## src/rtl/shift_pkg.sv

```systemverilog
// Shared types for the sequential shift register.
// Operation codes, FSM states and the op validity helper.
package shift_pkg;

    typedef enum logic [2:0] {
        SLL = 3'd0,
        SRL = 3'd1,
        SRA = 3'd2,
        ROL = 3'd3,
        ROR = 3'd4
    } shift_op_e;

    typedef enum logic [1:0] {
        IDLE  = 2'd0,
        SHIFT = 2'd1,
        DONE  = 2'd2
    } shift_state_e;

    // Codes 5..7 are reserved and complete without touching the register.
    function automatic logic op_valid(input logic [2:0] op);
        return op <= 3'd4;
    endfunction

endpackage

```

## src/rtl/seq_shift_reg_if.sv

```systemverilog
// Load/start/busy/done bus between a controller and seq_shift_reg.
// The master drives requests; the slave returns register state.
interface seq_shift_reg_if #(
    parameter int WIDTH = 16
);
    localparam int SHAMT_W = $clog2(WIDTH);

    logic               ld;
    logic [WIDTH-1:0]   din;
    logic               start;
    logic [2:0]         op;
    logic [SHAMT_W-1:0] shamt;
    logic [WIDTH-1:0]   dout;
    logic               busy;
    logic               done;

    modport master (
        output ld, din, start, op, shamt,
        input  dout, busy, done
    );

    modport slave (
        input  ld, din, start, op, shamt,
        output dout, busy, done
    );

endinterface

```

## src/rtl/shift_step.sv

```systemverilog
// One-bit shift/rotate step.
// Reserved codes pass the operand through.
module shift_step
    import shift_pkg::*;
#(
    parameter int WIDTH = 16
) (
    input  logic [WIDTH-1:0] din,
    input  shift_op_e        op,
    output logic [WIDTH-1:0] dout
);

    // Pick the one-bit result for the requested operation.
    always_comb begin
        dout = din;
        unique case (1'b1)
            (op == SLL): dout = {din[WIDTH-2:0], 1'b0};
            (op == SRL): dout = {1'b0, din[WIDTH-1:1]};
            (op == SRA): dout = {din[WIDTH-1], din[WIDTH-1:1]};
            (op == ROL): dout = {din[WIDTH-2:0], din[WIDTH-1]};
            (op == ROR): dout = {din[0], din[WIDTH-1:1]};
            default:     dout = din;
        endcase
    end

endmodule

```

## src/rtl/seq_shift_reg.sv

```systemverilog
// Parallel-load register with a one-bit-per-clock shifter.
// Start/busy/done handshake; N-bit shift takes N+1 busy cycles.
module seq_shift_reg
    import shift_pkg::*;
#(
    parameter int               WIDTH   = 16,
    parameter logic [WIDTH-1:0] RST_VAL = 20
) (
    input  logic            clk,
    input  logic            rst,
    seq_shift_reg_if.slave  bus
);

    localparam int SHAMT_W = $clog2(WIDTH);

    shift_state_e       state, state_n;
    logic [WIDTH-1:0]   dout_q, dout_n;
    logic [SHAMT_W-1:0] cnt_q, cnt_n;
    shift_op_e          op_q, op_n;
    logic [WIDTH-1:0]   step;

    shift_step #(
        .WIDTH (WIDTH)
    ) u_step (
        .din  (dout_q),
        .op   (op_q),
        .dout (step)
    );

    // State and datapath registers; reset aborts any shift in flight.
    always_ff @(posedge clk) begin
        if (rst) begin
            state  <= IDLE;
            dout_q <= RST_VAL;
            cnt_q  <= '0;
            op_q   <= SLL;
        end else begin
            state  <= state_n;
            dout_q <= dout_n;
            cnt_q  <= cnt_n;
            op_q   <= op_n;
        end
    end

    // Next state: load beats start in IDLE; requests are dropped while busy.
    always_comb begin
        state_n = state;
        dout_n  = dout_q;
        cnt_n   = cnt_q;
        op_n    = op_q;
        unique case (state)
            IDLE: begin
                if (bus.ld) begin
                    dout_n = bus.din;
                end else if (bus.start) begin
                    op_n = shift_op_e'(bus.op);
                    if (bus.shamt != '0 && op_valid(bus.op)) begin
                        cnt_n   = bus.shamt;
                        state_n = SHIFT;
                    end else begin
                        state_n = DONE;
                    end
                end
            end
            SHIFT: begin
                dout_n = step;
                cnt_n  = cnt_q - SHAMT_W'(1);
                if (cnt_q == SHAMT_W'(1)) begin
                    state_n = DONE;
                end
            end
            DONE: begin
                state_n = IDLE;
            end
            default: begin
                state_n = IDLE;
            end
        endcase
    end

    assign bus.dout = dout_q;
    assign bus.busy = (state != IDLE);
    assign bus.done = (state == DONE);

endmodule

```

## src/flat_wrapper.sv

```systemverilog
// flat-port wrapper written by rule: the top's interface ports become plain ports
module seq_shift_reg_flat import shift_pkg::*;
#(
    parameter int               WIDTH   = 16,
    parameter logic [WIDTH-1:0] RST_VAL = 20
)
  (clk, rst, bus_ld, bus_din, bus_start, bus_op, bus_shamt, bus_dout, bus_busy, bus_done);
  seq_shift_reg_if #(.WIDTH(WIDTH)) bus_i ();
  input  logic clk;
  input  logic rst;
  input wire logic [$bits(bus_i.ld)-1:0] bus_ld;
  input wire logic [$bits(bus_i.din)-1:0] bus_din;
  input wire logic [$bits(bus_i.start)-1:0] bus_start;
  input wire logic [$bits(bus_i.op)-1:0] bus_op;
  input wire logic [$bits(bus_i.shamt)-1:0] bus_shamt;
  output wire logic [$bits(bus_i.dout)-1:0] bus_dout;
  output wire logic [$bits(bus_i.busy)-1:0] bus_busy;
  output wire logic [$bits(bus_i.done)-1:0] bus_done;
  assign bus_i.ld = bus_ld;
  assign bus_i.din = bus_din;
  assign bus_i.start = bus_start;
  assign bus_i.op = bus_op;
  assign bus_i.shamt = bus_shamt;
  assign bus_dout = bus_i.dout;
  assign bus_busy = bus_i.busy;
  assign bus_done = bus_i.done;
  seq_shift_reg #(.WIDTH(WIDTH), .RST_VAL(RST_VAL)) u_core (.clk(clk), .rst(rst), .bus(bus_i));
endmodule
```

## config.mk

```make
export PLATFORM = sky130hd
export DESIGN_NAME = seq_shift_reg_flat
export DESIGN_NICKNAME = d
export VERILOG_FILES = /design/src/rtl/shift_pkg.sv /design/src/rtl/seq_shift_reg_if.sv /design/src/rtl/shift_step.sv /design/src/rtl/seq_shift_reg.sv /design/src/flat_wrapper.sv
export SDC_FILE = /design/constraint.sdc
export NUM_CORES = 1
export LEC_CHECK = 0
export CAP_MARGIN = 20
export CORE_ASPECT_RATIO = 0.6
export CORE_UTILIZATION = 53
export DETAILED_ROUTE_END_ITERATION = 10
export PLACE_DENSITY = 0.86
export SLEW_MARGIN = 10
export SYNTH_ARGS = -nofsm -noshare
export SYNTH_HDL_FRONTEND = slang
export SYNTH_HIERARCHICAL = 1
export SYNTH_SLANG_ARGS = --single-unit
export TNS_END_PERCENT = 10
```

## constraint.sdc

```tcl
create_clock -name clk -period 5.1 [get_ports clk]
set_input_delay 0.51 -clock clk [delete_from_list [all_inputs] [get_ports clk]]
set_output_delay 0.51 -clock clk [all_outputs]
set_load 0.02 [all_outputs]
```

== Word level (Yosys, flattened, before mapping) ==
Cells that the tools add are included.

* Bits in registers: 25
* Input port bits: 27
* Logic and storage cells: 46

* Add/subtract/negate cells: 1
* $lt $le $gt $ge: 1
* Equal/unequal tests: 15
* Muxes and demuxes: 12
* Bitwise gates (word level): 1
* Reductions and logical operators: 11

{| class="wikitable"
|+ Operators with widths
! operator !! count
|-
| $pmux W16 S5 || 1
|-
| $pmux W16 S2 || 1
|-
| $mux W16 || 1
|-
| $mux W4 || 3
|-
| $reduce_and A3 Y1 || 3
|-
| $mux W2 || 4
|-
| $ne A2 B2 Y1 const B || 4
|-
| $pmux W4 S2 || 1
|-
| $reduce_and A4 Y1 || 2
|-
| $eq A3 B2 Y1 const B || 2
|-
| $ne A6 B6 Y1 const B || 1
|-
| $ne A5 B5 Y1 const B || 1
|-
| $eq A4 B1 Y1 const B || 1
|-
| $ne A2 B1 Y1 const B || 2
|-
| $pmux W2 S2 || 1
|-
| $reduce_bool A2 Y1 || 2
|-
| $reduce_bool A4 Y1 || 1
|-
| $sub A4 B1 Y4 const B || 1
|-
| $eq A3 B1 Y1 const B || 1
|-
| $eq A3 B3 Y1 const B || 1
|-
| $le A3 B3 Y1 const B || 1
|-
| $logic_not A3 Y1 || 1
|-
| $eq A2 B1 Y1 const B || 1
|-
| $eq A2 B2 Y1 const B || 1
|-
| 3 further kinds || 3
|}

== Depth between registers and ports, before layout ==
Gate-level depths: netlist (run 1).

* Depth in word-level cells: 6
* Depth in mapped cells: 8
* Mapped depth without buffers: 6

== Modules after synthesis ==
Netlist (run 1), hierarchy kept.

{| class="wikitable"
|+ Modules (own cells, without submodules)
! module !! instances !! cells an instance !! area an instance (sq um) !! seq. area each (sq um)
|-
| seq_shift_reg || 1 || 146 || 1,193.6 || 500.5
|-
| shift_step || 1 || 79 || 575.6 || 0.0
|}

== Worst setup path before layout (run 1) ==
Ideal clock, no wire load.

* Path kind: input-to-reg
* Start: in bus_shamt[2]
* End: reg u_core.state[1]
* Setup time: 0.078 ns
* Arrival time: 1.557 ns
* Data required time: 5.022 ns
* Slack: 3.465 ns
* Cell stages on the path: 4
* Cells stage by stage: or4_4 -> a2111oi_0 -> a31oi_1 -> nor3_1

* Longest elaborated chain between the ends: 6

{| class="wikitable"
|+ Ends and longest elaborated chain
! element !! RTL line !! source
|-
| start: declaration || flat_wrapper.sv:15 || <nowiki>input wire logic [$bits(bus_i.shamt)-1:0] bus_shamt;</nowiki>
|-
| $reduce_bool A4 Y1 || seq_shift_reg.sv:57 || <nowiki>if (bus.shamt != '0 && op_valid(bus.op)) begin</nowiki>
|-
| $logic_and A1 B1 Y1 || seq_shift_reg.sv:57 ||
|-
| $mux W2 || seq_shift_reg.sv:57 ||
|-
| $mux W2 || seq_shift_reg.sv:55 || <nowiki>end else if (bus.start) begin</nowiki>
|-
| $mux W2 || seq_shift_reg.sv:53 || <nowiki>if (bus.ld) begin</nowiki>
|-
| $pmux W2 S2 || seq_shift_reg.sv:51 || <nowiki>unique case (state)</nowiki>
|-
| end signal: assignment || seq_shift_reg.sv:38 || <nowiki>state <= state_n;</nowiki>
|-
| end: declaration || seq_shift_reg.sv:16 || <nowiki>shift_state_e state, state_n;</nowiki>
|}

Every way passes these cells. The select of a mux whose other input is x is not followed.
A chain may end at the register's enable or synchronous reset.

== Worst setup path in the final report (run 1) ==
* Start: reg u_core.op_q[0]
* End: reg u_core.dout_q[2] (netlist: u_core/bus.dout[2])

* Longest elaborated chain between the ends: 3

{| class="wikitable"
|+ Ends and longest elaborated chain
! element !! RTL line !! source
|-
| start: declaration || seq_shift_reg.sv:19 || <nowiki>shift_op_e op_q, op_n;</nowiki>
|-
| start signal: assignment || seq_shift_reg.sv:41 || <nowiki>op_q <= op_n;</nowiki>
|-
| $eq A3 B3 Y1, or another cell as far along || shift_step.sv:21 || <nowiki>(op == ROR): dout = {din[0], din[WIDTH-1:1]};</nowiki>
|-
| $pmux W16 S5 (*) || shift_step.sv:16 || <nowiki>unique case (1'b1)</nowiki>
|-
| named net u_core.step[2] || seq_shift_reg.sv:20 || <nowiki>logic [WIDTH-1:0] step;</nowiki>
|-
| $pmux W16 S2 (*) || seq_shift_reg.sv:51 ||
|-
| end signal: assignment || seq_shift_reg.sv:39 || <nowiki>dout_q <= dout_n;</nowiki>
|-
| end: declaration || seq_shift_reg.sv:17 || <nowiki>logic [WIDTH-1:0] dout_q, dout_n;</nowiki>
|}

Mark *: on every way through the listed nets, which the timed path passes. The rest lies on a longest branch.

==> results of run 1 <==
## cell type report
class	instances	area, sq um
clock inverter	1	7.51
sequential	25	500
fill	259	815
tap	42	52.6
timing repair buffer	45	455
multi-input combinational	177	1140
clock buffer	3	41.3
inverter	3	11.3
## layout by cell type (no fill, tap or decap)
master	instances
a211o_1	2
or2_0	1
or2_2	2
a221oi_1	1
ha_1	2
or3_1	14
nor2b_1	1
buf_8	1
mux2i_1	19
a311oi_1	14
nand4b_1	1
nor2_2	1
o211ai_1	16
clkbuf_8	3
and3_1	1
a32oi_1	2
o21ai_0	3
a2111oi_0	1
nand2b_4	1
mux2_2	1
nor2_1	20
or4_4	2
xor2_1	1
nand2_1	37
a31oi_1	4
and2b_1	1
dfxtp_1	25
xnor2_2	1
nor4b_2	1
clkinvlp_4	1
a21oi_1	5
nand3_1	5
clkdlybuf4s50_1	44
o21ai_1	13
nor3_1	1
nor3b_1	1
and3b_1	1
nor2b_2	1
inv_1	3
## worst paths after layout
check                                startpoint                 end  slack, ns  cells after the start
worst max-delay path             u_core/op_q[0]  u_core/bus.dout[2]       2.71                      6
worst min-delay path            u_core/cnt_q[1]     u_core/cnt_q[1]       0.49                      2
worst max register to register   u_core/op_q[0]  u_core/bus.dout[2]       2.71                      6
worst min register to register  u_core/cnt_q[1]     u_core/cnt_q[1]       0.49                      2
## layer usage
| layer | part of all wire [%] | track usage [%] | vias to the layer above |
|---|---|---|---|
| met2 | 40 | 38.7 | 76 |
| met4 | 0.38 | 3.46 | 0 |
| met1 | 51 | 37.1 | 817 |
| met3 | 8.3 | 6.21 | 2 |
| met5 | 0 | 0 | - |
| li1 | - | - | 888 |
## critical path: cells and delay by family (launching register included)
family / cells / cell delay [ns]
mux: 1 / 0.33
flops: 1 / 0.56
simple gates: 1 / 0.06
xor+xnor: 1 / 0.93
compound gates: 3 / 0.40
## where the power goes
group	internal, mW	total (mW)	switching [mW]
Sequential	0.214	0.245	0.0316
Combinational	0.0925	0.184	0.0917
Clock	0.0556	0.125	0.0689
## cell families after synthesis
kind of cell	Yosys count	share of synthesized area [%]
multiplexers	20	11.4
flip-flops	25	28.3
AND/OR/NAND/NOR	92	26.0
XOR/XNOR	2	1.41
buffers and inverters	23	7.50
adder cells (fa/ha/maj)	2	1.41
AO/OA/AOI/OAI	61	24.0
## state kept, by name, summed over array words and instances (netlist names)
name and count:
u_core/op_q 3, u_core/cnt_q 4, u_core/bus.dout 16, u_core/state 2
## through the flow
| step | instance area [sq um] | hold slack (ns) |
|---|---|---|
| global route | 2210 | 0.520 |
| global placement | 2140 | 0.485 |
| detailed placement | 2140 | 0.486 |
| finish | 2210 | 0.493 |
| floorplan | 1770 | 0.458 |
| CTS | 2190 | 0.499 |
==> impl_metrics.json, run 1 <==
{
  "core.rowCount": 15,
  "synth.most_common_cell": "nand2_1",
  "fin_crit_ns": 2.39,
  "synth-edff-count": 0,
  "finClkSkew_ns": 0.00992,
  "drive_above_1_share_pct": 5.91,
  "start_kind": "flip-flop",
  "dpl_worst_slack_ns": 2.72,
  "syn_area_per_cell_sq_um": 7.86,
  "viasPerCell": 6.02,
  "cap_violations": 0,
  "grt_pass1_vias": 1429,
  "setup_tns_ns": 0,
  "antenna_found_initial": 0,
  "area_delta_synth_final_pct": 24.8,
  "io_buffers": 44,
  "synthTopCellsByArea": "dfxtp_1 (28%), mux2i_1 (11%), nand2_1 (7.9%)",
  "worstPathArrival_ns": 2.57,
  "drt_iter0_drc": 240,
  "drv_slew": 0,
  "postCtsSetupRepairBufs": 0,
  "yosysSeqAreaShare_pct": 28.3,
  "hpwl_mm": 2.98,
  "ys_types": 38,
  "crit_type": "reg2reg",
  "powerDensity_nw_per_um2": 251,
  "dieHeight_um": 46.8,
  "setup_ws_ns": 2.71,
  "cts_hold_buf": 0,
  "cts-resized-gates": 0,
  "grt.total_usage_pct": 25.3,
  "cts_tree": "yes",
  "h-tree-depth": 1,
  "synth_area_sq_um": 1770,
  "fin_util_pct": 73.0,
  "timing.fmax_ghz": 0.419,
  "report.final.hold_viol_count": 0,
  "pin_count": 45,
  "max_stage_delay_ns": 0.93,
  "rsz0062_at_grt": "false",
  "synthTopCellsByCount": "nand2_1 (37), dfxtp_1 (25), nor2_1 (20)",
  "core_sq_um": 3020,
  "first_pass_iters": 4,
  "crit_chain": "xnor2_2 > mux2i_1 > o21ai_1 > nand2_1 > a21oi_1 > a211o_1",
  "max_slew.worst_pin.slew_ns": 1.06,
  "worstPathRequired_ns": 5.28,
  "yosysTopAreaCell": "dfxtp_1",
  "clock_latency_ns": 0.28,
  "fin_cells": 296,
  "globalplace.congestion": 0.903,
  "cp_slowest_cell": "xnor2_2",
  "p_total_uw": 554,
  "max_slew_margin_pct": 28.9,
  "fin_nets": 284,
  "path_max_fanout": 23,
  "synth-async-reset-ratio_pct": 0,
  "post-place-cells": 291,
  "synth_top_cell_area_share_pct": 28.3,
  "die_w_um": 76.6,
  "postRouteAntennaNets": 0,
  "synthesis.instances": 225,
  "start_util_pct": 58.6,
  "yosys_warnings": 6,
  "yosys_most_used_dff": "dfxtp_1",
  "wire_per_inst_um": 15.1,
  "period_share_pct": 46.8,
  "clkTransAtPathRegs_ns": 0.10,
  "root_buffer": "clkbuf_8",
  "status": "complete, no violations",
  "vias": 1783,
  "dieArea_sq_um": 3580,
  "grt_max_degree": 36,
  "synth_nets": 254,
  "hold_class": "reg2reg",
  "p_leak_nw": 0.895,
  "grt_first_pass_wirelength_mm": 7.07,
  "setup_viol": 0,
  "cp-end-kind": "flip-flop",
  "drc_errors": 0,
  "cts_sinks": 25,
  "globalRouteOverflowTotal": 0,
  "cts_buffer_depth": 2,
  "vdd_drop_max_mv": 0.185,
  "ys_ff_latch": 25,
  "wl_mm": 4.48,
  "antenna_cells": 0,
  "cts_inserted_buffers": 3
}
No activity file was read; power rests on OpenSTA's default activity.
==> run 2: changes to the inputs <==
--- a/config.mk
+++ b/config.mk
@@ -7,9 +7,9 @@
 export LEC_CHECK = 0
 export CAP_MARGIN = 20
 export CORE_ASPECT_RATIO = 0.6
-export CORE_UTILIZATION = 53
+export CORE_UTILIZATION = 49
 export DETAILED_ROUTE_END_ITERATION = 10
-export PLACE_DENSITY = 0.86
+export PLACE_DENSITY = 0.8
 export SLEW_MARGIN = 10
 export SYNTH_ARGS = -nofsm -noshare
 export SYNTH_HDL_FRONTEND = slang
==> constraint.sdc (replaced) <==
create_clock -name clk -period 2.2 [get_ports clk]
set_input_delay 0.22 -clock clk [delete_from_list [all_inputs] [get_ports clk]]
set_output_delay 0.22 -clock clk [all_outputs]
set_load 0.02 [all_outputs]
==> impl_metrics.json, run 2 (synthesized netlist as in run 1, its figures left out) <==
{
  "setup_tns_ns": 0,
  "io_buffers": 44,
  "first_pass_iters": 4,
  "clock_latency_ns": 0.27,
  "cp-end-kind": "flip-flop",
  "path_max_fanout": 8,
  "clkTransAtPathRegs_ns": 0.08,
  "grt.total_usage_pct": 25.9,
  "globalplace.congestion": 0.910,
  "fin_nets": 296,
  "timing.hold.ws_ns": 0.505,
  "final_common_cell": "clkdlybuf4s50_1",
  "worstPathArrival_ns": 1.98,
  "max_slew.worst_pin.slew_ns": 0.619,
  "largest_reg_flops": 16,
  "grt_max_degree": 29,
  "drive_above_1_share_pct": 9.40,
  "drt_iter0_drc": 97,
  "reg2reg_depth": 6,
  "grt_first_pass_wirelength_mm": 7.91,
  "pwr-share-comb_pct": 35.7,
  "setup_viol": 0,
  "start_kind": "flip-flop",
  "pin_count": 45,
  "timing.fmax_ghz": 0.555,
  "crit_type": "reg2reg",
  "final_cell_mix": "clkdlybuf4s50_1 (44), nand2_1 (37), dfxtp_1 (25)",
  "core_sq_um": 3340,
  "cts_buffer_depth": 2,
  "switching_share_pct": 34.2,
  "dpl_worst_slack_ns": 0.302,
  "worstPathRequired_ns": 2.38,
  "rsz0062_at_grt": "false",
  "cts_inserted_buffers": 3,
  "cts_sinks": 25,
  "max_slew_margin_pct": 58.5,
  "n_fill_cell": 289,
  "hold_class": "reg2reg",
  "status": "complete, no violations",
  "p_leak_nw": 0.953,
  "fin_crit_ns": 1.80,
  "post-place-cells": 307,
  "die_w_um": 79.6,
  "dieArea_sq_um": 3860,
  "drc_errors": 0,
  "powerDensity_nw_per_um2": 568,
  "drv_slew": 0,
  "postRouteAntennaNets": 0,
  "globalRouteOverflowTotal": 0,
  "viasPerCell": 5.91,
  "pwr-share-clk_pct": 21.4,
  "wire_per_inst_um": 15.6,
  "cap_violations": 0,
  "p_total_mw": 1.30,
  "cts-resized-gates": 0,
  "period_share_pct": 81.9,
  "wl_mm": 4.84,
  "finClkSkew_ns": 0.00670,
  "sequentialPowerShare_pct": 42.9,
  "fin_cells": 311,
  "hpwl_mm": 3.48,
  "antenna_cells": 0,
  "h-tree-depth": 1,
  "grt_pass1_vias": 1653,
  "area_delta_synth_final_pct": 29.3,
  "r2r_end": "u_core/bus.dout[8]",
  "start_util_pct": 52.9,
  "report.final.hold_viol_count": 0,
  "min_path_cells": 2,
  "setup_ws_ns": 0.398,
  "dieHeight_um": 48.5,
  "worstHoldStart": "u_core/cnt_q[1]",
  "p_int_uw": 855,
  "cts_tree": "yes",
  "core.rowCount": 16,
  "postCtsSetupRepairBufs": 0,
  "crit-reg2reg-launch": "u_core/op_q[1]",
  "cts_hold_buf": 0,
  "ff2ff_setup_slack_ns": 0.40,
  "switchingPower_uw": 444,
  "vias": 1839,
  "antenna_found_initial": 0,
  "vdd_drop_max_mv": 0.315,
  "root_buffer": "clkbuf_8",
  "hold_end": "u_core/cnt_q[1]"
}
[run 2: cell types whose count changed in the layout (fill, tap and decap cells not counted)]
cell / change
clkbuf_1: +1
buf_4: +13
nor2b_2: -1
clkinvlp_4: -1
buf_8: -1
nor2b_1: +1
[run 2: layer usage]
metal,track usage (%),up-vias,routed length [um]
li1,-,912,-
met1,36.0,849,2350
met4,2.73,0,18
met3,9.06,2,418
met2,39.6,76,2050
met5,0,-,0
[run 2: stage by stage]
stage	area, sq um	utilization (%)
5_1_grt	2290	68.4
4_1_cts	2290	68.4
3_5_place_dp	2240	67.1
6_report	2290	68.4
2_1_floorplan	1770	-
3_3_place_gp	2240	67.1
[run 2: power by group through the flow]
stage	Combinational, mW	Sequential [mW]	Clock [mW]
6_report	0.464	0.557	0.278
5_1_grt	0.505	0.566	0.301
2_1_floorplan	0.258	0.586	0
4_1_cts	0.459	0.556	0.283
3_3_place_gp	0.448	0.565	0
3_5_place_dp	0.456	0.567	0
[run 2: worst max-delay path by stage]
stage | to | cells after the start | from | slack [ns]
floorplan | u_core/bus.dout[2] | 7 | u_core/op_q[1] | 0.61
global placement | u_core/op_q[1] | 5 | bus_ld | 0.34
detailed placement | u_core/state[1] | 5 | bus_shamt[2] | 0.30
CTS | u_core/bus.dout[8] | 6 | u_core/op_q[1] | 0.42
global route | u_core/bus.dout[11] | 6 | u_core/op_q[1] | 0.29
finish | u_core/bus.dout[8] | 6 | u_core/op_q[1] | 0.40
[run 2: critical path: stages (launching register included)]
cell,delay (ns)
dfxtp_1,0.34
xnor2_2,0.52
buf_4,0.30
mux2i_1,0.09
o21ai_1,0.13
nand2_1,0.07
a311oi_1,0.26
[run 2: layout make-up]
type	count	area [sq um]	share of cell area, %
Clock buffer	4	45.0	1.97
Tap cell	45	56.3	2.46
Multi-Input combinational cell	177	1140	49.7
Sequential cell	25	500	21.9
Inverter	3	11.3	0.492
Timing Repair Buffer	57	538	23.5
==> run 3: changes to the inputs <==
==> constraint.sdc (replaced) <==
create_clock -name clk -period 1.75 [get_ports clk]
set_input_delay 0.175 -clock clk [delete_from_list [all_inputs] [get_ports clk]]
set_output_delay 0.175 -clock clk [all_outputs]
set_load 0.02 [all_outputs]
==> impl_metrics.json, run 3 (synthesized netlist as in run 1, its figures left out) <==
{
  "multi_input_comb_area_sq_um": 1150,
  "viasPerCell": 5.79,
  "period_share_pct": 94.9,
  "dieArea_sq_um": 3860,
  "start_util_pct": 52.9,
  "reg2reg_depth": 7,
  "hpwl_mm": 3.19,
  "drv_slew": 0,
  "grt_pass1_vias": 1591,
  "fin_nets": 299,
  "wl_mm": 4.69,
  "worstHoldStart": "bus_din[7]",
  "postRouteAntennaNets": 0,
  "h-tree-depth": 1,
  "antenna_cells": 0,
  "fin_crit_ns": 1.66,
  "first_pass_iters": 4,
  "max_slew_margin_pct": 71.6,
  "timing.fmax_ghz": 0.602,
  "area_delta_synth_final_pct": 34.0,
  "worstPathRequired_ns": 1.57,
  "cts_buffer_depth": 2,
  "setup_ws_ns": 0.0891,
  "core.rowCount": 16,
  "final_common_cell": "clkdlybuf4s50_1",
  "min_path_cells": 3,
  "cap_violations": 0,
  "final_cell_mix": "clkdlybuf4s50_1 (44), nand2_1 (37), dfxtp_1 (23)",
  "p_leak_nw": 0.987,
  "postPlaceCellArea_sq_um": 2300,
  "hold_class": "in2reg",
  "die_w_um": 79.6,
  "path_max_fanout": 9,
  "cts_tree": "yes",
  "finClkSkew_ns": 0.00808,
  "core_sq_um": 3340,
  "postCtsSetupRepairBufs": 0,
  "cp-end-kind": "output pin",
  "grt.total_usage_pct": 24.8,
  "cts-resized-gates": 0,
  "rsz0062_at_grt": "false",
  "grt_first_pass_wirelength_mm": 7.67,
  "max_slew.worst_pin.slew_ns": 0.425,
  "regArea_sq_um": 503,
  "cts_hold_buf": 0,
  "clock_latency_ns": 0.27,
  "fin_cells": 314,
  "dieHeight_um": 48.5,
  "ff2ff_setup_slack_ns": 0.12,
  "fin_area_sq_um": 2370,
  "io_buffers": 44,
  "clkTransAtPathRegs_ns": 0.10,
  "powerDensity_nw_per_um2": 702,
  "setup_viol": 0,
  "cts_sinks": 25,
  "globalRouteOverflowTotal": 0,
  "pin_count": 45,
  "drc_errors": 0,
  "hold_end": "u_core/bus.dout[7]",
  "dpl_worst_slack_ns": -0.0844,
  "root_buffer": "clkbuf_8",
  "status": "complete, no violations",
  "vdd_drop_max_mv": 0.417,
  "n_fill_cell": 259,
  "worstPathArrival_ns": 1.49,
  "vias": 1818,
  "report.final.hold_viol_count": 0,
  "largest_reg_flops": 16,
  "drt_iter0_drc": 166,
  "crit-reg2reg-launch": "u_core/op_q[1]",
  "wire_per_inst_um": 14.9,
  "start_kind": "flip-flop",
  "post-place-cells": 310,
  "cts_inserted_buffers": 3,
  "grt_max_degree": 29,
  "globalplace.congestion": 0.888,
  "drive_above_1_share_pct": 11.5,
  "r2r_end": "u_core/bus.dout[14]",
  "antenna_found_initial": 0,
  "crit_type": "reg2out"
}
-- run 3: cell types whose count changed in the layout (fill, tap and decap cells not counted), sizes merged --
cell,change
buf,+3
clkbuf,-1
clkinv,+1
-- run 3: per-stage QoR --
| step | total power, mW | TNS [ns] | hold slack (ns) | util [%] |
|---|---|---|---|---|
| final | 1.66 | 0 | 0.470 | 70.9 |
| after global routing | 1.75 | 0 | 0.488 | 70.9 |
| after detailed placement | 1.30 | -0.122 | 0.496 | 68.9 |
| after global placement | 1.29 | -0.0431 | 0.484 | 68.9 |
| after CTS | 1.66 | 0 | 0.466 | 70.2 |
| after floorplan | 1.06 | 0 | 0.322 | - |
-- run 3: how the worst max path moves through the flow --
stage | startpoint | end | slack, ns | cells past startpoint
2_1_floorplan | u_core/op_q[1] | u_core/bus.dout[2] | 0.16 | 7
3_3_place_gp | bus_shamt[2] | u_core/state[1] | -0.04 | 5
3_5_place_dp | bus_shamt[2] | u_core/state[1] | -0.08 | 5
4_1_cts | u_core/state[1] | bus_done | 0.02 | 2
5_1_grt | u_core/op_q[1] | u_core/bus.dout[2] | 0.02 | 8
6_report | u_core/state[1] | bus_busy | 0.09 | 2
-- run 3: layer usage --
| layer | GRT usage [%] | wire [um] | vias to the layer above |
|---|---|---|---|
| li1 | - | - | 919 |
| met1 | 39.4 | 2390 | 821 |
| met2 | 33.8 | 1860 | 76 |
| met3 | 6.98 | 439 | 2 |
| met4 | 1.82 | 4 | 0 |
| met5 | 0 | 0 | - |
-- run 3: final cells by class --
type                            count  share of cell area [%]
Timing Repair Buffer               60                    25.5
Sequential cell                    25                    21.2
Inverter                            3                   0.475
Clock inverter                      1                   0.211
Tap cell                           45                    2.37
Multi-Input combinational cell    177                    48.4
Clock buffer                        3                    1.74
-- run 3: where the power goes --
group	internal [mW]	switching (mW)	leakage [nW]
logic	0.313	0.294	0.754
registers	0.623	0.0806	0.208
clock network	0.159	0.193	0.0255
total	1.10	0.568	0.987
-- run 3: critical path, cell delays in order, from the launching register on --
cell	delay (ns)
dfxtp_2	0.38
or2_2	0.30
clkdlybuf4s50_1	0.54
